`src/rtl/key_pio_in.sv`:
```
// Avalon-MM input PIO for active-low push-buttons: per-key sync + debounce,
// falling-edge capture with write-1-to-clear, and a masked level interrupt.

module key_pio_lane #(
  parameter int DEBOUNCE_CYCLES = 50000,
  parameter int CNT_W           = 16
) (
  input  logic clk,
  input  logic reset_n,
  input  logic pin,
  output logic deb,
  output logic fall
);
  logic             s1, s2, deb_d;
  logic [CNT_W-1:0] cnt;

  always_ff @(posedge clk or negedge reset_n) begin
    if (!reset_n) begin
      s1    <= 1'b1;
      s2    <= 1'b1;
      deb   <= 1'b1;
      deb_d <= 1'b1;
      cnt   <= '0;
    end else begin
      s1    <= pin;
      s2    <= s1;
      deb_d <= deb;
      // Any cycle where the synced pin agrees with deb restarts the count,
      // so only an uninterrupted run of DEBOUNCE_CYCLES mismatches flips deb.
      if (s2 == deb) begin
        cnt <= '0;
      end else if (cnt == CNT_W'(DEBOUNCE_CYCLES - 1)) begin
        deb <= s2;
        cnt <= '0;
      end else begin
        cnt <= cnt + CNT_W'(1);
      end
    end
  end

  // Press = debounced 1->0; registered so capture lands the cycle after deb moves.
  assign fall = deb_d & ~deb;
endmodule

module key_pio_in #(
  parameter int WIDTH           = 4,
  parameter int DEBOUNCE_CYCLES = 50000,
  parameter int CNT_W           = 16
) (
  input  logic             clk,
  input  logic             reset_n,
  input  logic [1:0]       address,
  input  logic             chipselect,
  input  logic             read_n,
  input  logic             write_n,
  input  logic [31:0]      writedata,
  input  logic [WIDTH-1:0] in_port,
  output logic [31:0]      readdata,
  output logic             irq
);
  localparam logic [1:0] A_DATA = 2'd0, A_MASK = 2'd2, A_EDGE = 2'd3;

  logic [WIDTH-1:0] deb, fall, irqmask, edgecap, clr;
  logic             wr_en, rd_en;
  logic [31:0]      rd_mux;
  logic             unused_wd;

  for (genvar i = 0; i < WIDTH; i++) begin : g_lane
    key_pio_lane #(.DEBOUNCE_CYCLES(DEBOUNCE_CYCLES), .CNT_W(CNT_W)) u_lane (
      .clk    (clk),
      .reset_n(reset_n),
      .pin    (in_port[i]),
      .deb    (deb[i]),
      .fall   (fall[i])
    );
  end

  assign wr_en     = chipselect & ~write_n;
  assign rd_en     = chipselect & ~read_n;
  assign clr       = (wr_en && address == A_EDGE) ? writedata[WIDTH-1:0] : '0;
  assign unused_wd = &{1'b0, writedata};

  always_ff @(posedge clk or negedge reset_n) begin
    if (!reset_n) begin
      irqmask <= '0;
      edgecap <= '0;
    end else begin
      if (wr_en && address == A_MASK) irqmask <= writedata[WIDTH-1:0];
      // A new press outranks a simultaneous clear of the same bit.
      edgecap <= (edgecap & ~clr) | fall;
    end
  end

  always_comb begin
    rd_mux = '0;
    case (address)
      A_DATA:  rd_mux[WIDTH-1:0] = deb;
      A_MASK:  rd_mux[WIDTH-1:0] = irqmask;
      A_EDGE:  rd_mux[WIDTH-1:0] = edgecap;
      default: rd_mux = '0;
    endcase
  end

  always_ff @(posedge clk or negedge reset_n) begin
    if (!reset_n)   readdata <= '0;
    else if (rd_en) readdata <= rd_mux;
  end

  assign irq = |(edgecap & irqmask);
endmodule

```
`config.mk`:
```
export PLATFORM = sky130hd
export DESIGN_NAME = key_pio_in
export DESIGN_NICKNAME = d
export VERILOG_FILES = /design/src/rtl/key_pio_in.sv
export SDC_FILE = /design/constraint.sdc
export NUM_CORES = 1
export LEC_CHECK = 0
export ABC_AREA = 1
export BUFFER_PORTS_ARGS = -buffer_cell sky130_fd_sc_hd__buf_2
export CAP_MARGIN = 20
export CORE_ASPECT_RATIO = 0.9
export CORE_MARGIN = 5
export CORE_UTILIZATION = 30
export DETAILED_ROUTE_END_ITERATION = 7
export HOLD_SLACK_MARGIN = 0.1
export PLACE_DENSITY = 0.49
export SETUP_SLACK_MARGIN = 0.3
export SLEW_MARGIN = 25
export SYNTH_ARGS = -nofsm -noshare
export SYNTH_HDL_FRONTEND = slang
export SYNTH_SLANG_ARGS = --single-unit
```
`constraint.sdc`:
```
create_clock -name clk -period 3.5 [get_ports clk]
set_input_delay 0.175 -clock clk [delete_from_list [all_inputs] [get_ports clk]]
set_output_delay 0.175 -clock clk [all_outputs]
set_load 0.005 [all_outputs]
```
==> results of run 1 <==
## sequential cells by signal, indices dropped and copies added (netlist names)
register             flops
edgecap                  4
g_lane.u_lane.cnt       64
g_lane.u_lane.deb        4
g_lane.u_lane.deb_d      4
g_lane.u_lane.s1         4
g_lane.u_lane.s2         4
irqmask                  4
readdata                 4
## cell usage after synthesis (3+ instances only)
cell type  number
inv_1          64
dfrtp_1        76
dfstp_2        16
nand4_1        12
a31oi_1         4
nor3_2          4
inv_2           4
nand3_1        49
nand2_1       123
xor2_2          3
xor2_1         15
a21oi_1        11
o21bai_1        5
nand2_2         9
xnor2_1         9
buf_4          28
mux2_2          4
nor2_1        142
nor3b_2         3
ha_1            4
o21ai_0        17
## critical path: cells and delay by family (launching register included)
kind	cells	cell delay (ns)
fa+ha+maj	1	0.20
flops	1	0.38
simple gates	5	0.82
## through the flow
step	area, um2	hold slack, ns
2_1_floorplan	4980	-0.121
3_3_place_gp	5140	0.279
3_5_place_dp	5140	0.281
4_1_cts	5470	0.103
5_1_grt	5470	0.111
6_report	5470	0.112
## timing repair
action | in CTS | in global routing
hold endpoints to repair | 58 | 0
hold buffers | 5 | 0
endpoints found under the setup margin | 0 | 0
gates resized for setup | 0 | 0
## final cells by class
class,count,share of cell area (%)
Timing Repair Buffer,26,2.97
Clock inverter,4,0.457
Clock buffer,11,4.62
Tap cell,207,4.73
Inverter,68,4.66
Sequential cell,92,42.4
Multi-Input combinational cell,451,40.1
## logic make-up (layout without fill, tap and decap cells)
logic type / Yosys count / in the layout
adder cells (fa/ha/maj): 4 / 4
AND/OR/NAND/NOR: 348 / 348
other: 1 / 28
multiplexers: 4 / 4
flip-flops: 92 / 92
buffers and inverters: 96 / 109
AO/OA/AOI/OAI: 40 / 40
XOR/XNOR: 27 / 27
## cells in the final DEF (no fill, tap or decap), types with 15 or more instances in the layout
cell type	synthesis	final
inv_1	64	64
nand3_1	49	49
conb_1	1	28
dfrtp_1	76	76
nor2_1	142	142
dfstp_2	16	16
nand2_1	123	123
buf_2	0	18
xor2_1	15	15
o21ai_0	17	17
## per-layer routing
metal,track usage [%],up-vias
li1,-,1933
met1,15.0,1705
met2,18.3,58
met3,3.17,13
met4,3.95,0
met5,0,-
## final timing paths
check                                                 to  slack, ns
worst min register to register       g_lane[3].u_lane.s2       0.36
max in group asynchronous            g_lane[3].u_lane.s2       2.23
worst max-delay path             g_lane[1].u_lane.cnt[8]       1.97
worst max register to register   g_lane[1].u_lane.cnt[8]       1.97
min in group asynchronous       g_lane[2].u_lane.cnt[10]       0.47
worst min-delay path                          irqmask[1]       0.11
## power groups by stage
stage                     clock network [W]  logic (W)  registers [W]
after CTS                          0.000952   0.000145        0.00114
final                              0.000908   0.000139        0.00114
after detailed placement                  0   0.000141        0.00116
after global routing               0.000995   0.000167        0.00114
after floorplan                           0  0.0000959        0.00115
after global placement                    0   0.000138        0.00116
==> summary.txt, run 1 <==
Critical path
  – R2R cell count: 6
  – Critical Path RT: 3.73 ns
  – Critical path startpoint category: flop
  – CP max stage delay: 0.38 ns
  – Arr. time, crit path: 1.76 ns
  – Crit path launch: g_lane[1].u_lane.cnt[0]
  – WS Path Type: flop to flop
  – Crit-path slowest cell: dfrtp_1
  – Reg2reg start: g_lane[1].u_lane.cnt[0]
  – Crit path cell chain: ha_1 > nand3_1 > nor3_2 > nand2_1 > nand2_2 > nor2_1
  – Setup crit end kind: flop
  – Worst Path Max Fanout: 6

Routing
  – Initial DRC Count: 174
  – Routed vias/inst: 4.32
  – Detailed Route WL: 9.87 mm
  – DR top layer: met4
  – Routed len/inst: 11.5 um
  – WL met2: 4.41 mm
  – Drt pass-1 iters: 4
  – Routed metal-1 wire length: 4.92 mm
  – Via count: 3709
  – DRC: 0
  – Antenna Nets Post-Route: 0
  – Routed length on met3: 371 um

Logic synthesis
  – Predominant post-synthesis flop cell: dfrtp_1
  – Post-Synth Adder-Cell Area: 1.03%
  – Netlist cell types: 27
  – Largest area contributor in the netlist: dfrtp_1
  – Cells after synthesis: 612
  – Complex-gate fraction of the synthesized area: 4.56%
  – Simple-gate share of the synthesized area: 31.0%
  – Combinational family with the most area after synthesis: simple AND/OR/NAND/NOR gates
  – Top post-synthesis cells by area: dfrtp_1 39%, nor2_1 11%, nand2_1 9.5%
  – Syn Area/Cell: 7.98 um2
  – Top cell type's share of synthesized area: 39.0%
  – Yosys warnings: 0
  – Sequential area share after synthesis: 47.6%
  – Yosys reg bits: 92
  – Mux share of post-synthesis cell area: 0.923%
  – Number of flops mapped to enable cells by yosys: 0
  – Synth Area in XOR/XNOR: 5.30%
  – Post-synth ARST share: 100%
  – Cell Area, Synth: 0.00488 mm2

Cells and area
  – Layout cell share with drive strength beyond 1: 13.0%
  – Final Util: 34.0%
  – Area growth syn-to-layout: 12.1%
  – Area of the multi-input gates: 0.00220 mm2
  – Nets: 695
  – Register area: 0.00232 mm2
  – # fillers: 1719
  – Fin cells: 859
  – Diode count: 0

Clocking
  – CTS Root Buffer Type: clkbuf_16
  – CTS tree: yes
  – CTS Buffer Depth: 2
  – CTS Buf Count: 9
  – Clock transition at path regs: 0.06 ns
  – Clock sink total: 92
  – CTS H-tree depth: 3
  – Clock latency on the worst-skew pair: 0.34 ns
  – Setup bufs post-CTS: 0

Pwr
  – Logic gate share of total power: 6.4%
  – Pint: 0.00167 W
  – Static Leak: 2.61 nW
  – Sequential power share: 52.1%
  – Psw: 0.000513 W
  – Worst vdd ir: 0.000318 V
  – Pwr/cell area: 399 mW/mm2
  – Total chip power: 0.00219 W
  – Clk network pwr share: 41.5%
  – Switching part of the total: 23.5%

Die
  – Starting Density: 30.4%
  – Die W: 144 um
  – # rows: 44
  – Die area: 0.0189 mm2
  – I/O pin total: 76
  – Die height: 131 um
  – Core ar.: 0.0161 mm2

Timing
  – Final period util: 43.7%
  – Slew Limit Fails: 0
  – Final Hold Fails: 0
  – Setup TNS: 0 ns
  – Tightest Pin Transition: 0.776 ns
  – RSZ-0062 raised after global routing: no
  – Tmin final: 1.53 ns
  – Worst slew margin relative to its limit: 48.3%
  – Final worst slack: 1.97 ns
  – Final setup vio count: 0
  – F_max: 653 MHz
  – Clk_skew: 0.00441 ns

GRT
  – Total congestion overflow: 0
  – Vias in the first global route: 3673
  – Initial antenna violation count: 0
  – GRT Resource Usage Total: 11.5%
  – First-pass GRT wire length: 17.1 mm
  – Maximum number of pins on one net before global-route repair: 63

Placement
  – Buffers on Ports: 19
  – Post-place setup slack: 1.95 ns
  – GPL Wtd Cong: 0.815
  – DP HPWL: 7.45 mm
  – Dpl cells: 839

Hold path
  – Hold_sp: writedata[1]
  – Hold Path Class: primary input to flop
  – WHS Path Cells: 3

Run
  – Max_cap viols: 0

Run status
  – Outcome: finished, final reports clean
No activity file was read; power rests on OpenSTA's default activity.
==> inputs of run 2 (changes only) <==
--- a/config.mk
+++ b/config.mk
@@ -5,7 +5,7 @@
 export SDC_FILE = /design/constraint.sdc
 export NUM_CORES = 1
 export LEC_CHECK = 0
-export ABC_AREA = 1
+export ABC_AREA = 0
 export BUFFER_PORTS_ARGS = -buffer_cell sky130_fd_sc_hd__buf_2
 export CAP_MARGIN = 20
 export CORE_ASPECT_RATIO = 0.9
@@ -13,7 +13,7 @@
 export CORE_UTILIZATION = 30
 export DETAILED_ROUTE_END_ITERATION = 7
 export HOLD_SLACK_MARGIN = 0.1
-export PLACE_DENSITY = 0.49
+export PLACE_DENSITY = 0.51
 export SETUP_SLACK_MARGIN = 0.3
 export SLEW_MARGIN = 25
 export SYNTH_ARGS = -nofsm -noshare
==> constraint.sdc (replaced) <==
create_clock -name clk -period 1.38 [get_ports clk]
set_input_delay 0.069 -clock clk [delete_from_list [all_inputs] [get_ports clk]]
set_output_delay 0.069 -clock clk [all_outputs]
set_load 0.005 [all_outputs]
==> run 2 against run 1 <==
First-iteration DRC count fell by 11%. Critical path type unchanged. Synthesized cell count fell by 29%. Critical endpoint is now g_lane[3].u_lane.deb. The flow now finishes with violations (setup timing). Maximum frequency fell by 6.0%. Sequential power rose to 2.5 times the previous value. Utilization rose by 9.2 points. Count of clock-buffer cells in the layout did not move. Setup slack got worse by 2.2 ns. Sequential share of layout area fell by 5.7 points. Highest routed layer unchanged. Clock power rose to 3.1 times the previous value. Wire length fell by 1.3%. Area after synthesis fell by 8.4%. Via count fell by 8.1%.
==> summary.txt, run 2 <==
Run status
  – Outcome: finished with violations (was finished, final reports clean)
  – Failing checks: setup timing

Critical path
  – Worst Path Max Fanout: 2 (was 6)
  – Setup crit end kind: flop (unchanged)
  – CP max stage delay: 0.51 ns (was 0.38 ns)
  – CP top delay family: simple AND/OR/NAND/NOR gates (unchanged)
  – WS Path Type: flop to flop (unchanged)
  – Crit-path slowest cell: or4_4 (was dfrtp_1)
  – Crit path cell chain: ha_2 > nand3_2 > or4_4 > nor2_2 > mux2_4 (was ha_1 > nand3_1 > nor3_2 > nand2_1 > nand2_2 > nor2_1)
  – Critical Path RT: 1.65 ns (was 3.73 ns)
  – Buf/Inv on CP: 0 (unchanged)
  – Critical path startpoint category: flop (unchanged)
  – Arr. time, crit path: 1.90 ns (was 1.76 ns)

GRT
  – Maximum number of pins on one net before global-route repair: 38 (was 63)
  – GR Util met3: 2.69% (was 3.17%)
  – Top Usage Layer GRT: met2 (unchanged)
  – GRT Resource Usage Total: 11.5% (about the same)
  – M1 GR Usage: 14.1% (was 15.0%)
  – Grt met2 use: 19.1% (was 18.3%)
  – Initial antenna violation count: 0 (unchanged)
  – Total congestion overflow: 0 (unchanged)
  – Vias in the first global route: 3483 (was 3673)
  – First-pass GRT wire length: 16.6 mm (was 17.1 mm)

Cells and area
  – Most frequent cells in the layout: 84 x buf_4, 74 x dfrtp_1, 40 x xnor2_1, 35 x nor2_1, 34 x nor2_2 (was 142 x nor2_1, 123 x nand2_1, 76 x dfrtp_1, 64 x inv_1, 49 x nand3_1)
  – Area of the multi-input gates: 0.00234 mm2 (was 0.00220 mm2)
  – Nets: 606 (was 695)
  – Layout cell share with drive strength beyond 1: 42.2% (was 13.0%)
  – Reg with most FFs: g_lane.u_lane.cnt (unchanged)
  – Fin cells: 762 (was 859)
  – Register area: 0.00232 mm2 (about the same)
  – Design area: 0.00633 mm2 (was 0.00547 mm2)
  – Diode count: 0 (unchanged)
  – # fillers: 1382 (was 1719)
  – Largest register FFs: 64 (unchanged)
  – Commonest non-fill, non-tap cell in the layout: buf_4 (was nor2_1)
  – Area growth syn-to-layout: 41.6% (was 12.1%)
  – Final Util: 43.2% (was 34.0%)

Clocking
  – Clock transition at path regs: 0.06 ns (about the same)
  – Clock latency on the worst-skew pair: 0.34 ns (about the same)
  – CTS H-tree depth: 3 (unchanged)
  – CTS tree: yes (unchanged)
  – CTS Buffer Depth: 2 (unchanged)
  – CTS Buf Count: 9 (unchanged)
  – CTS Root Buffer Type: clkbuf_16 (unchanged)
  – Clock sink total: 92 (unchanged)

Die
  – Die W: 139 um (was 144 um)
  – # rows: 42 (was 44)
  – I/O pin total: 76 (unchanged)
  – Starting Density: 30.5% (was 30.4%)
  – Core ar.: 0.0147 mm2 (was 0.0161 mm2)
  – Die area: 0.0175 mm2 (was 0.0189 mm2)
  – Die height: 126 um (was 131 um)

Logic synthesis
  – Yosys reg bits: 92 (unchanged)
  – Netlist cell types: 46 (was 27)
  – Cell Area, Synth: 0.00447 mm2 (was 0.00488 mm2)
  – Largest area contributor in the netlist: dfrtp_1 (unchanged)
  – Post-synth ARST share: 100% (unchanged)
  – Top cell type's share of synthesized area: 42.5% (was 39.0%)
  – Top post-synthesis cells by area: dfrtp_1 43%, dfstp_2 9.4%, xnor2_1 8.2% (was dfrtp_1 39%, nor2_1 11%, nand2_1 9.5%)
  – Sequential area share after synthesis: 51.9% (was 47.6%)
  – Yosys warnings: 0 (unchanged)
  – Cells after synthesis: 432 (was 612)
  – Top post-synthesis cells by count: 76 x dfrtp_1, 76 x nor2_1, 42 x xnor2_1 (was 142 x nor2_1, 123 x nand2_1, 76 x dfrtp_1)
  – Syn Area/Cell: 10.4 um2 (was 7.98 um2)
  – Number of flops mapped to enable cells by yosys: 0 (unchanged)
  – Predominant post-synthesis flop cell: dfrtp_1 (unchanged)

Timing
  – Slew Limit Fails: 0 (unchanged)
  – Final worst slack: -0.250 ns (was 1.97 ns)
  – Clk_skew: 0.00402 ns (was 0.00441 ns)
  – Tmin final: 1.63 ns (was 1.53 ns)
  – RSZ-0062 raised after global routing: yes (was no)
  – Final setup vio count: 64 (was 0)
  – Final period util: 118% (was 43.7%)
  – F_max: 614 MHz (was 653 MHz)
  – Final Hold Fails: 0 (unchanged)
  – Tightest Pin Transition: 0.520 ns (was 0.776 ns)
  – Worst slew margin relative to its limit: 65.2% (was 48.3%)

Routing
  – Routed vias/inst: 4.47 (was 4.32)
  – Routed len/inst: 12.8 um (was 11.5 um)
  – Antenna Nets Post-Route: 0 (unchanged)
  – Initial DRC Count: 154 (was 174)
  – Via count: 3407 (was 3709)
  – Drt pass-1 iters: 6 (was 4)
  – DRC: 0 (unchanged)
  – Detailed Route WL: 9.74 mm (was 9.87 mm)

Pwr
  – Worst vdd ir: 0.000572 V (was 0.000318 V)
  – Static Leak: 2.63 nW (was 2.61 nW)
  – Total chip power: 0.00624 W (was 0.00219 W)
  – Pwr/cell area: 986 mW/mm2 (was 399 mW/mm2)

Placement
  – Post-DP Area: 0.00535 mm2 (was 0.00514 mm2)
  – Dpl cells: 715 (was 839)
  – DP HPWL: 6.58 mm (was 7.45 mm)
  – GPL Wtd Cong: 0.812 (was 0.815)
  – Buffers on Ports: 19 (unchanged)

Hold path
  – Hold Path Class: primary input to flop (unchanged)

Run
  – Max_cap viols: 0 (unchanged)
==> run 2: changes by cell type in the layout (fill, tap and decap cells not counted), sizes merged, moves of 25 or more <==
| cell | previous run | this run |
|---|---|---|
| nand2 | 132 | 22 |
| buf | 21 | 115 |
| nor2 | 144 | 76 |
| inv | 68 | 15 |
| xnor2 | 9 | 42 |
| nand3 | 51 | 26 |
==> run 2: path summary, 6_finish.rpt <==
check	slack, ns	depth (start not counted)	start	to
setup / recovery	-0.25	5	g_lane[3].u_lane.cnt[0]	g_lane[3].u_lane.deb
hold / removal	0.11	3	read_n	readdata[0]
setup reg to reg	-0.25	5	g_lane[3].u_lane.cnt[0]	g_lane[3].u_lane.deb
hold reg to reg	0.35	0	g_lane[1].u_lane.s1	g_lane[1].u_lane.s2
max in group asynchronous	0.65	3	reset_n	g_lane[2].u_lane.deb_d
min in group asynchronous	0.17	2	reset_n	g_lane[3].u_lane.cnt[9]
==> run 2: final cells by class <==
class | instances | area share, %
Clock inverter | 5 | 1.58
Clock buffer | 11 | 3.67
Timing Repair Buffer | 125 | 16.3
Sequential cell | 92 | 36.7
Inverter | 15 | 0.889
Tap cell | 198 | 3.91
Multi-Input combinational cell | 316 | 37.0
==> run 2: worst reg2reg max path, stage by stage, from the launching register on <==
cell and delay (ns):
dfrtp_1 0.35, ha_2 0.20, nand3_2 0.08, or4_4 0.51, nor2_2 0.11, mux2_4 0.30
==> run 2: cells by family after synthesis <==
kind of cell               after synthesis  share of synthesized area, %
xor gates and xnor gates                58                          11.4
buffers and inverters                   51                          6.94
other                                    1                        0.0838
adders and majority gates                4                          1.12
and+or+nand+nor                        194                          22.4
DFF                                     92                          51.9
AOI/OAI and AO/OA                       20                          3.33
muxes                                   12                          2.91
==> run 2: metrics by stage <==
stage / hold WS, ns / TNS [ns] / worst slack (ns)
finish: 0.106 / -9.05 / -0.250
global placement: -0.00543 / -7.00 / -0.224
floorplan: -0.227 / -7.60 / -0.307
detailed placement: 0.00703 / -8.16 / -0.244
CTS: 0.102 / -7.74 / -0.251
global route: 0.142 / -14.55 / -0.331
==> run 2: what timing repair did <==
item                                    4_1_cts  5_1_grt
cloned                                        1        1
pin swaps                                    27       19
resized for setup                            46       49
setup buffers                                15        5
hold buffers                                  9        0
hold endpoints to repair                     95        0
endpoints found under the setup margin       71       73
==> run 2: power by group <==
part	internal, W	switching, W
registers	0.00281	0.0000832
logic	0.000287	0.000285
clock network	0.00177	0.00101
==> run 2: routing by layer <==
metal,share of wire (%),vias to the layer above
met1,44,1675
met3,4.3,13
met5,0,-
met4,2.2,0
met2,49,50
li1,-,1669
